### src/rtl/otter_pkg.sv
// Shared types for the OTTER pipeline control slice:
// opcodes, hazard FSM states and scoreboard entries.
package otter_pkg;

  typedef enum logic [6:0] {
    LUI    = 7'b0110111,
    AUIPC  = 7'b0010111,
    JAL    = 7'b1101111,
    JALR   = 7'b1100111,
    BRANCH = 7'b1100011,
    LOAD   = 7'b0000011,
    STORE  = 7'b0100011,
    OP_IMM = 7'b0010011,
    OP     = 7'b0110011,
    SYSTEM = 7'b1110011
  } opcode_t;

  typedef enum logic [1:0] {
    RUN   = 2'd0,
    STALL = 2'd1,
    FLUSH = 2'd2
  } hz_state_t;

  typedef struct packed {
    logic       valid;
    logic [4:0] rd;
  } sb_entry_t;

  // x0 never matches: a write to x0 is discarded
  function automatic logic sb_hit(
    input sb_entry_t  e,
    input logic [4:0] a
  );
    return e.valid && (e.rd == a) && (a != 5'd0);
  endfunction

endpackage

### src/rtl/otter_reg_usage.sv
// Decodes which registers an instruction reads/writes.
// Ports: ir in; use_rs1/use_rs2/wr_rd flags (x0 masked) and rs1/rs2/rd out.
module otter_reg_usage (
  input  logic [31:0] ir,
  output logic        use_rs1,
  output logic        use_rs2,
  output logic        wr_rd,
  output logic [4:0]  rs1,
  output logic [4:0]  rs2,
  output logic [4:0]  rd
);
  import otter_pkg::*;

  opcode_t opc;
  logic    r1;
  logic    r2;
  logic    wr;
  logic    unused_bits;

  assign opc = opcode_t'(ir[6:0]);
  assign rs1 = ir[19:15];
  assign rs2 = ir[24:20];
  assign rd  = ir[11:7];

  assign unused_bits = ^{ir[31:25], ir[14:12]};

  always_comb begin
    r1 = 1'b0;
    r2 = 1'b0;
    wr = 1'b0;
    unique case (opc)
      LUI, AUIPC, JAL: wr = 1'b1;
      JALR: begin
        r1 = 1'b1;
        wr = 1'b1;
      end
      BRANCH, STORE: begin
        r1 = 1'b1;
        r2 = 1'b1;
      end
      LOAD, OP_IMM, SYSTEM: begin
        r1 = 1'b1;
        wr = 1'b1;
      end
      OP: begin
        r1 = 1'b1;
        r2 = 1'b1;
        wr = 1'b1;
      end
      default: ;
    endcase
  end

  assign use_rs1 = r1 && (rs1 != 5'd0);
  assign use_rs2 = r2 && (rs2 != 5'd0);
  assign wr_rd   = wr && (rd != 5'd0);

endmodule

### src/rtl/otter_hazard_ctrl.sv
// RAW-hazard stall and branch/jump flush control beside decode.
// Ports: CLK, RST (sync, active-high), DEC_IR, REDIRECT in;
// PC_WRITE, DEC_EN, DEC_FLUSH, EXE_BUBBLE, STALL out (combinational).
// Option: OTTER_RF_BYPASS_EN drops the wb entry from hazard compares.
module otter_hazard_ctrl #(
  parameter int FLUSH_CYCLES = 2
) (
  input  logic        CLK,
  input  logic        RST,
  input  logic [31:0] DEC_IR,
  input  logic        REDIRECT,
  output logic        PC_WRITE,
  output logic        DEC_EN,
  output logic        DEC_FLUSH,
  output logic        EXE_BUBBLE,
  output logic        STALL
);
  import otter_pkg::*;

`ifdef OTTER_RF_BYPASS_EN
  // write-through RF: the wb producer is already visible
  localparam logic WB_CMP = 1'b0;
`else
  localparam logic WB_CMP = 1'b1;
`endif

  localparam logic [1:0] FC_INIT = 2'(FLUSH_CYCLES - 1);

  hz_state_t state;
  logic [1:0] fc;
  sb_entry_t  sb_ex;
  sb_entry_t  sb_mem;
  sb_entry_t  sb_wb;

  logic       use_rs1;
  logic       use_rs2;
  logic       wr_rd;
  logic [4:0] rs1;
  logic [4:0] rs2;
  logic [4:0] rd;

  logic in_flush;
  logic hit1;
  logic hit2;
  logic hazard;
  logic advance;

  otter_reg_usage u_usage (
    .ir      (DEC_IR),
    .use_rs1 (use_rs1),
    .use_rs2 (use_rs2),
    .wr_rd   (wr_rd),
    .rs1     (rs1),
    .rs2     (rs2),
    .rd      (rd)
  );

  assign in_flush = (state == FLUSH);

  assign hit1 = use_rs1 && (sb_hit(sb_ex, rs1)
             || sb_hit(sb_mem, rs1)
             || (WB_CMP && sb_hit(sb_wb, rs1)));

  assign hit2 = use_rs2 && (sb_hit(sb_ex, rs2)
             || sb_hit(sb_mem, rs2)
             || (WB_CMP && sb_hit(sb_wb, rs2)));

  // decode holds a wrong-path instruction while flushing
  assign hazard  = !in_flush && (hit1 || hit2);
  assign advance = !in_flush && !hazard;

  always_comb begin
    PC_WRITE   = 1'b0;
    DEC_EN     = 1'b0;
    DEC_FLUSH  = 1'b0;
    EXE_BUBBLE = 1'b0;
    STALL      = 1'b0;
    if (RST) begin
      DEC_FLUSH  = 1'b1;
      EXE_BUBBLE = 1'b1;
    end else if (in_flush) begin
      PC_WRITE  = 1'b1;
      DEC_EN    = 1'b1;
      DEC_FLUSH = 1'b1;
    end else if (hazard) begin
      EXE_BUBBLE = 1'b1;
      STALL      = 1'b1;
    end else begin
      PC_WRITE  = 1'b1;
      DEC_EN    = 1'b1;
      DEC_FLUSH = REDIRECT;
    end
  end

  always_ff @(posedge CLK) begin
    if (RST) begin
      state  <= RUN;
      fc     <= 2'd0;
      sb_ex  <= '0;
      sb_mem <= '0;
      sb_wb  <= '0;
    end else begin
      sb_wb  <= sb_mem;
      sb_mem <= sb_ex;
      if (advance) begin
        sb_ex <= '{valid: wr_rd, rd: rd};
      end else begin
        sb_ex <= '0;
      end
      unique case (state)
        RUN, otter_pkg::STALL: begin
          if (hazard) begin
            state <= otter_pkg::STALL;
          end else if (REDIRECT) begin
            fc    <= FC_INIT;
            state <= (FC_INIT != 2'd0) ? FLUSH : RUN;
          end else begin
            state <= RUN;
          end
        end
        FLUSH: begin
          fc <= fc - 2'd1;
          if (fc <= 2'd1) begin
            state <= RUN;
          end
        end
        default: begin
          state <= RUN;
          fc    <= 2'd0;
        end
      endcase
    end
  end

endmodule

### config.mk
export PLATFORM = sky130hd
export DESIGN_NAME = otter_hazard_ctrl
export DESIGN_NICKNAME = d
export VERILOG_FILES = /design/src/rtl/otter_pkg.sv /design/src/rtl/otter_reg_usage.sv /design/src/rtl/otter_hazard_ctrl.sv
export SDC_FILE = /design/constraint.sdc
export NUM_CORES = 1
export LEC_CHECK = 0
export CAP_MARGIN = 25
export CORE_MARGIN = 2
export CORE_UTILIZATION = 40
export DETAILED_ROUTE_END_ITERATION = 8
export PLACE_DENSITY = 0.84
export SLEW_MARGIN = 20
export SYNTH_ARGS = -nofsm -noshare
export SYNTH_HDL_FRONTEND = slang
export SYNTH_SLANG_ARGS = --single-unit
### constraint.sdc
create_clock -name CLK -period 1.52 [get_ports CLK]
set_input_delay 0.228 -clock CLK [delete_from_list [all_inputs] [get_ports CLK]]
set_output_delay 0.228 -clock CLK [all_outputs]
set_load 0.005 [all_outputs]
==> flow_metrics.py <==
metrics = {
    "run_status": {
        "status": "complete, but fails checks",
        "violations": "design-rule violations, negative setup slack",
    },
    "clock_network": {
        "h-tree-depth": 1,
        "cts_buffer_depth": 2,
        "numCtsBuffers": 3,
        "clkSinkCount": 22,
        "cts_tree": "done",
        "cts.clk_slew.worst_paths_ns": 0.12,
        "cts_root_buf": "clkbuf_4",
        "clock_latency_ns": 0.31,
    },
    "detailed_routing": {
        "ant_nets": 0,
        "wl_per_cell_um": 14.4,
        "viasPerCell": 5.10,
        "drt_first_pass_iters": 6,
        "wl_mm": 3.22,
        "drt_iter0_drc": 33,
        "drc_errors": 3,
        "vias": 1138,
    },
    "power_and_ir_drop": {
        "seqPwrFrac": 0.458,
        "p_sw_mw": 0.322,
        "leakagePower_nw": 0.821,
        "intPower_mw": 1.03,
        "ir_worst_vdd_uv": 494,
        "power_density_nw_per_um2": 716,
        "power_mw": 1.36,
        "netSwitchingFraction": 0.237,
        "power_frac_clock": 0.327,
        "pwr-share-comb": 0.214,
    },
    "place": {
        "io_buffers": 29,
        "globalplace.congestion": 0.869,
        "dp_cells": 212,
        "dp_hpwl_mm": 2.49,
    },
    "synth": {
        "ys_seq_area_frac": 0.369,
        "synthTopCellsByArea": "dfxtp_1 37%, xor2_1 18%, nor2b_1 6.8%",
        "synth_top_area_cell": "dfxtp_1",
        "synth-seq-cells": 22,
        "synth_edf_count": 0,
        "ys.flop_type": "dfxtp_1",
        "yosysTopAreaCellShare": 0.369,
        "synth.most_common_cell": "xor2_1",
        "synth_area_um2": 1190,
        "yosysWarningCount": 0,
        "ys_top_cells_by_count": "24 x xor2_1, 22 x dfxtp_1, 13 x nor2b_1",
        "async_flop_share": 0,
        "synth_cell_types": 34,
        "synth_nets": 163,
        "synth_area_per_cell_um2": 9.41,
        "synth_cells": 127,
    },
    "sta": {
        "tightest_slew_ns": 0.323,
        "min_period_ns": 2.19,
        "finalCritPeriodShare": 1.44,
        "relSlewSlack": 0.784,
        "final_hold_viol_count": 0,
        "finalMaxSlewViolations": 0,
        "rsz0062_at_grt": "true",
        "finClkSkew_ns": 0.00903,
        "tns_ns": -8.66,
        "fmax_ghz": 0.457,
        "finalWorstSetupSlack_ns": -0.669,
        "setup_viol": 15,
    },
    "global_route": {
        "grt_pass1_wl_mm": 5.22,
        "track_usage": 0.196,
        "grt_max_degree": 14,
        "grt_pass1_vias": 1275,
        "antenna_found_initial": 0,
        "grt_overflow": 0,
    },
    "floorplan": {
        "io_pins": 40,
        "rows": 19,
        "die_h_um": 58.7,
        "die-area_um2": 3440,
        "design.core.area_um2": 2810,
        "die_w_um": 58.7,
        "start_util": 0.426,
    },
    "critical_path": {
        "critPathKind": "flip-flop to output pin",
        "crit_path_end_kind": "output pin",
        "arrival_ns": 1.96,
        "cp.required_ns": 1.29,
        "regToRegSetupSlack_ns": -0.66,
        "worst_setup_path_start_kind": "flip-flop",
        "max_stage_delay_ns": 0.36,
        "crit_chain": "xor2_1, nor4_1, nand3_1, a31o_2, buf_6, o21a_4, nor3_2, buf_2",
        "cp_slowest_cell": "dfxtp_2",
        "cp_max_fo": 2,
    },
    "cells_and_area": {
        "nNetsFinal": 229,
        "n_antenna_cell": 0,
        "fillerInstances": 217,
        "layout-drive-gt1-share": 0.365,
        "utilization": 0.675,
        "fin_cells": 223,
        "area_delta_synth_final_pct": 58.5,
    },
    "worst_hold_path": {
        "min_path_type": "flip-flop to flip-flop",
    },
    "run": {
        "drv_cap": 0,
    },
}
==> what timing repair did <==
| item | in CTS | in global routing |
|---|---|---|
| gates resized for setup | 43 | 8 |
| endpoints found under the setup margin | 15 | 15 |
| cloned | 1 | 0 |
| endpoints found under the hold margin | 0 | 0 |
| buffers inserted | 5 | 1 |
| hold buffers | 0 | 0 |
| pin swaps | 10 | 7 |
==> placed cells by master (no fill, tap or decap), types with 5 or more instances in the layout <==
cell / instances
nor4_1: 5
clkdlybuf4s50_1: 14
buf_6: 6
dfxtp_2: 7
buf_4: 29
nor2b_1: 13
and3_4: 6
dfxtp_1: 15
xor2_1: 24
dlygate4sd2_1: 10
nand3_1: 6
buf_2: 5
xnor2_1: 6
==> flip-flops by register name (all words and copies together), names as in the netlist <==
name,cells
state,2
sb_mem,6
sb_ex,6
fc,2
sb_wb,6
==> power by group through the flow <==
stage / Sequential [mW] / Combinational, mW / Clock, mW
after floorplan: 0.631 / 0.116 / 0
after global placement: 0.633 / 0.274 / 0
after detailed placement: 0.634 / 0.285 / 0
after CTS: 0.621 / 0.279 / 0.451
after global routing: 0.625 / 0.314 / 0.468
final: 0.621 / 0.291 / 0.444
==> layout make-up <==
| class | count | area, um^2 | share of cell area |
|---|---|---|---|
| multi-input combinational | 98 | 801 | 0.423 |
| timing repair buffer | 64 | 538 | 0.284 |
| sequential | 22 | 449 | 0.237 |
| tap | 31 | 38.8 | 0.0205 |
| clock inverter | 1 | 30.0 | 0.0159 |
| clock buffer | 3 | 22.5 | 0.0119 |
| inverter | 4 | 15.0 | 0.00793 |
==> layer usage <==
metal,GRT usage,part of all wire
met1,0.197,0.40
met4,0.0617,0.011
met2,0.400,0.54
met5,0,0
met3,0.0330,0.049
==> stage by stage <==
step                worst slack (ns)  area, um^2  hold WS, ns
finish                        -0.669        1890        0.500
floorplan                    -0.0808        1220        0.338
global route                  -0.771        1890        0.508
global placement               -1.05        1740        0.482
detailed placement             -1.17        1740        0.483
CTS                           -0.694        1850        0.488
==> critical path, delay by kind of cell, from the launching register on <==
| kind | cells | cell delay [ns] |
|---|---|---|
| flops | 1 | 0.36 |
| xor+xnor | 1 | 0.15 |
| buf+inv | 2 | 0.25 |
| compound gates | 2 | 0.34 |
| simple gates | 3 | 0.53 |
==> kinds of logic after synthesis <==
| logic type | Yosys count | share of synthesized area |
|---|---|---|
| adder cells (fa/ha/maj) | 1 | 0.0105 |
| flip-flops | 22 | 0.369 |
| XOR/XNOR | 30 | 0.220 |
| AND/OR/NAND/NOR | 49 | 0.260 |
| AO/OA/AOI/OAI | 18 | 0.116 |
| buffers and inverters | 7 | 0.0251 |
==> path summary, 6_finish.rpt <==
path / startpoint / endpoint / depth (start not counted)
max: sb_wb[3] / STALL / 8
min: sb_ex[3] / sb_mem[3] / 1
max reg2reg: sb_wb[3] / fc[1] / 11
min reg2reg: sb_ex[3] / sb_mem[3] / 1
Note: power is estimated with default switching activity, not from simulation.
==> variant 1 (config.mk and constraints unchanged) <==
Re-encode `hz_state_t` (3 states) as one-hot, 3 bits wide.
--- a/src/rtl/otter_pkg.sv
+++ b/src/rtl/otter_pkg.sv
@@ -15,10 +15,10 @@
     SYSTEM = 7'b1110011
   } opcode_t;
 
-  typedef enum logic [1:0] {
-    RUN   = 2'd0,
-    STALL = 2'd1,
-    FLUSH = 2'd2
+  typedef enum logic [2:0] {
+    RUN   = 3'b001,
+    STALL = 3'b010,
+    FLUSH = 3'b100
   } hz_state_t;
 
   typedef struct packed {
Check against the original RTL: same outputs for any inputs over 10 cycles, from zero or initial values and one cycle with RST high; not proved beyond that.
==> variant 1 against the unedited design <==
The run ends with setup timing left; synthesized cell count is 13% higher; core utilization decreased by 1.8 points; power decreased by 6.5%; sequential cell count up 1; worst setup slack got worse by 0.0083 ns; area after synthesis increased by 7.2%; routed wire length is 25% higher; global-route usage is 4.7 points higher; cell area is 6.0% higher; die area up 6.7%; cell count grew 12%; count of clock-buffer cells in the layout up 1; critical path type unchanged; critical endpoint is now EXE_BUBBLE; highest routed layer unchanged.
==> variant 1: results (changes against the unedited design) <==
* Status: finished, violations left
* Violated checks: setup timing
* Launch instance of the worst min-delay path: DEC_IR[8]
* Setup clock skew after layout at 0.002632 ns (-0.006398 ns)
* Hold Path Stages at 3 (+2)
* Number of DRC violations after detailed-routing iteration 0 at 34 (+3.0%)
* Via density at 5.160 (+1.1%)
* Post-route worst setup slack at -0.6771 ns (-0.008281 ns)
* Relative slew slack at 76.93% (-1.5 points)
* CP Max Fanout at 4 (+2)
* Portion of total power attributed to sequential cells at 51.6% (+5.8 points)
* Total Nets Final at 243 (+6.1%)
* Worst hold slack after final layout at 0.4573 ns (-0.04240 ns)
* Distinct cell type count of the synthesized netlist at 37 (+8.8%)
* Post-placement setup slack at -1.221 ns (-0.05467 ns)
* Worst hold path endpoint: sb_ex[1]
* Setup_tns at -6.076 ns (+2.583 ns)
* Fraction of layout instances using a drive strength above 1 at 33.01% (-3.4 points)
* Estimated wirelength of the detail-placed design at 2.954 mm (+19%)
* Wire length on met3 at 186 µm (+17%)
* Pin count of the biggest net entering global routing at 18 (+4)
* Vias in the first global route at 1,372 (+7.6%)
* Setup slack of the worst register-to-register path at -0.37 ns (+0.29 ns)
* Clock network fraction of total power at 23.3% (-9.4 points)
* Max IR drop VDD at 576.7 µV (+17%)
* GR met3 Demand/Resource at 4.051% (+0.75 points)
* Switching pwr at 368.0 µW (+14%)
* Post-detailed-placement cell area at 1849 µm² (+6.1%)
* Synthesized netlist net count at 180 (+10%)
* Weighted congestion reported at the end of routability-driven placement at 0.9441 (+8.6%)
* Worst reg2reg path endpoint: state[0]
* Tot GR Track Use at 24.25% (+4.7 points)
* Cell Count, Final, Fillers Out at 250 (+12%)
* Hold Crit Class: primary input to flip-flop
* Overall power of the completed layout at 1.268 mW (-6.5%)
* Met1 global-route usage at 27.38% (+7.7 points)
* Setup violation total in the final timing report at 16 (+1)
* Number of buffers added by the clock tree synthesis step at 3 (unchanged)
* Number of detailed-routing iterations run before antenna repair at 4 (-2)
* Syn Inst Count at 144 (+13%)
* Antenna Violating Nets Remaining at 0 (unchanged)
* Leading cell types by total area after synthesis: dfxtp_1, xor2_1, nor2b_1
* Endpoint of the worst setup timing path: EXE_BUBBLE
* Root buffer selected by CTS: clkbuf_4
* Total of fill cells in the finished design at 271 (+25%)
* Wire length of the first global-routing pass at 6.396 mm (+23%)
* Met2 demand-to-capacity share in global routing at 45.31% (+5.3 points)
* Share of synthesized area occupied by flip-flops and latches at 35.94% (-0.92 points)
variant 1: cell types whose count changed after synthesis, sizes merged, moves of 2 or more:
cell	unedited run	this run
nand2	3	7
o211ai	0	2
a21o	3	1
a2111oi	0	2
a21oi	2	5
nor2	1	7
variant 1: layout make-up:
cell class                      count  area (µm²)  share of cell area, %
Sequential cell                    23       466.7                  23.24
Tap cell                           44       55.05                  2.741
Timing Repair Buffer               62       528.0                  26.29
Inverter                            4       15.01                 0.7477
Clock buffer                        4       26.28                  1.308
Multi-Input combinational cell    113       917.1                  45.67
variant 1: repair_timing:
item	CTS	global route
cloned	0	0
pin swaps	20	9
gates resized for setup	59	3
buffers inserted	5	2
endpoints found under the setup margin	16	16
variant 1: cell families after synthesis:
logic type | share of synthesized area (%)
compound gates | 12.89
simple gates | 26.37
fa+ha+maj | 0.9764
xor+xnor | 21.19
flops | 35.94
buf+inv | 2.637
==> variant 2 (same flow settings) <==
Made on the original files. The option `OTTER_RF_BYPASS_EN` is turned on by a define.
--- a/src/rtl/otter_hazard_ctrl.sv
+++ b/src/rtl/otter_hazard_ctrl.sv
@@ -2,6 +2,8 @@
 // Ports: CLK, RST (sync, active-high), DEC_IR, REDIRECT in;
 // PC_WRITE, DEC_EN, DEC_FLUSH, EXE_BUBBLE, STALL out (combinational).
 // Option: OTTER_RF_BYPASS_EN drops the wb entry from hazard compares.
+`define OTTER_RF_BYPASS_EN
+
 module otter_hazard_ctrl #(
   parameter int FLUSH_CYCLES = 2
 ) (
Behaviour: not the same (Yosys sat finds a counterexample within 4 cycles, from zero or initial values and one cycle with RST high).
==> variant 2 against the unedited design <==
The flow finishes with violations (setup timing); sequential cell count is 6 lower; power shrank 25%; area after synthesis shrank 22%; routed wire length fell by 13%; worst setup slack improved by 0.25 ns; critical path depth did not move; combinational power decreased by 9.3%; sequential share of layout area down 2.3 points; clock skew shrank 0.0020 ns; cell area decreased by 17%; synthesized cell count shrank 20%; clock power shrank 36%; highest routed layer unchanged; global-route usage increased by 2.8 points.
==> variant 2: results (changes against the unedited design) <==
* Status: finished, violations left
* Violated checks: setup timing
* Relative slew slack at 75.62% (-2.8 points)
* Wire length of the first global-routing pass at 4.526 mm (-13%)
* R2R cell count at 8 (-3)
* Met2 demand-to-capacity share in global routing at 43.33% (+3.4 points)
* Leading cell types by total area after synthesis: dfxtp_1, xnor2_1, nor2b_1
* Post-placement setup slack at -1.086 ns (+0.07992 ns)
* Post-synth top cells: xnor2_1, dfxtp_1, nand2_1, nor2b_1, inv_1
* Setup violation total in the final timing report at 12 (-3)
* Vias in the first global route at 995 (-22%)
* Number of DRC violations after detailed-routing iteration 0 at 23 (-30%)
* Fraction of layout instances using a drive strength above 1 at 43.40% (+6.9 points)
* Launch instance of the worst min-delay path: RST
* Via density at 5.176 (+1.4%)
* Wire length on met3 at 95 µm (-40%)
* Cell with the most instances after synthesis: xnor2_1
* Tot GR Track Use at 22.40% (+2.8 points)
* Largest regs: sb_ex x6, sb_mem x6
* Total met2 wirelength after detailed routing at 1.527 mm (-13%)
* Internal power consumption at 739.9 µW (-28%)
* Metal1 wirelength at 1.134 mm (-11%)
* Switching pwr at 272.2 µW (-15%)
* Setup bufs post-CTS at 4 (-1)
* Post-detailed-placement cell area at 1426 µm² (-18%)
* Post-route worst setup slack at -0.4163 ns (+0.2525 ns)
* Latest clock arrival within the worst-skew pair at 0.29 ns (-0.02 ns)
* Worst-case clock buffer depth at 2 (unchanged)
* Synthesized netlist net count at 137 (-16%)
* GR met3 Demand/Resource at 2.286% (-1.0 points)
* Hold Path Stages at 2 (+1)
* Total Nets Final at 196 (-14%)
* Estimated wirelength of the detail-placed design at 2.077 mm (-16%)
* Static Leakage at 0.6845 nW (-17%)
* Pin count of the biggest net entering global routing at 10 (-4)
* Worst hold slack after final layout at 0.3390 ns (-0.1607 ns)
* Clock slew at reported path FFs at 0.09 ns (-0.03 ns)
* Power consumed by the clock network at 285 µW (-36%)
* Share of synthesized area occupied by flip-flops and latches at 34.22% (-2.6 points)
* Number of buffers added by the clock tree synthesis step at 3 (unchanged)
* Setup clock skew after layout at 0.007043 ns (-0.001987 ns)
* Number of detailed-routing iterations run before antenna repair at 4 (-2)
* Weighted congestion reported at the end of routability-driven placement at 0.8270 (-4.9%)
* Max IR drop VDD at 582.1 µV (+18%)
* Startpoint of the worst-slack reg-to-reg timing path: sb_mem[1]
* Arrival time of data at the critical path endpoint at 1.71 ns (-0.25 ns)
* Dpl cells at 179 (-16%)
* Wire per inst at 14.95 µm (+3.6%)
* Resized cells post-CTS at 73 (+70%)
* Met1 global-route usage at 24.65% (+4.9 points)
* Worst hold path endpoint: fc[1]
* Portion of total power attributed to sequential cells at 45.7% (about the same)
## variant 2: cell types whose count changed in the layout (fill, tap and decap cells not counted), moves of 6 or more
cell / before / now
dfxtp_1: 15 / 7
nor2b_1: 13 / 7
clkdlybuf4s50_1: 14 / 6
xnor2_1: 6 / 18
xor2_1: 24 / 0
and3_4: 6 / 0
## variant 2: worst max path at each step
stage / startpoint / slack, ns / end / cells past startpoint
4_1_cts: DEC_IR[24] / -0.43 / DEC_EN / 8
3_3_place_gp: DEC_IR[20] / -1.04 / DEC_FLUSH / 7
6_report: sb_mem[4] / -0.42 / DEC_EN / 8
5_1_grt: sb_ex[4] / -0.45 / DEC_FLUSH / 8
2_1_floorplan: DEC_IR[20] / -0.18 / PC_WRITE / 6
3_5_place_dp: DEC_IR[16] / -1.09 / DEC_EN / 6
## variant 2: area by class of cell
type | count | area, µm² | share of cell area [%]
multi-input combinational | 77 | 685.7 | 43.53
inverter | 6 | 22.52 | 1.430
tap | 28 | 35.03 | 2.224
clock buffer | 4 | 36.28 | 2.303
timing repair buffer | 56 | 459.2 | 29.15
sequential | 16 | 336.6 | 21.37
## variant 2: cell families (layout without fill, tap and decap cells)
family	Yosys count	count (layout)	share of synthesized area [%]
AOI/OAI and AO/OA	18	18	18.18
xor gates and xnor gates	20	20	18.72
adders and majority gates	1	1	1.337
buffers and inverters	8	66	3.609
DFF	16	16	34.22
and+or+nand+nor	38	38	23.93
## variant 2: critical path: stages, from the launching register on
cell and delay [ns]:
dfxtp_2 0.35, xnor2_1 0.13, nand4_1 0.10, o22ai_1 0.09, buf_4 0.15, a22o_4 0.23
buf_6 0.12, a21oi_2 0.12, buf_2 0.13
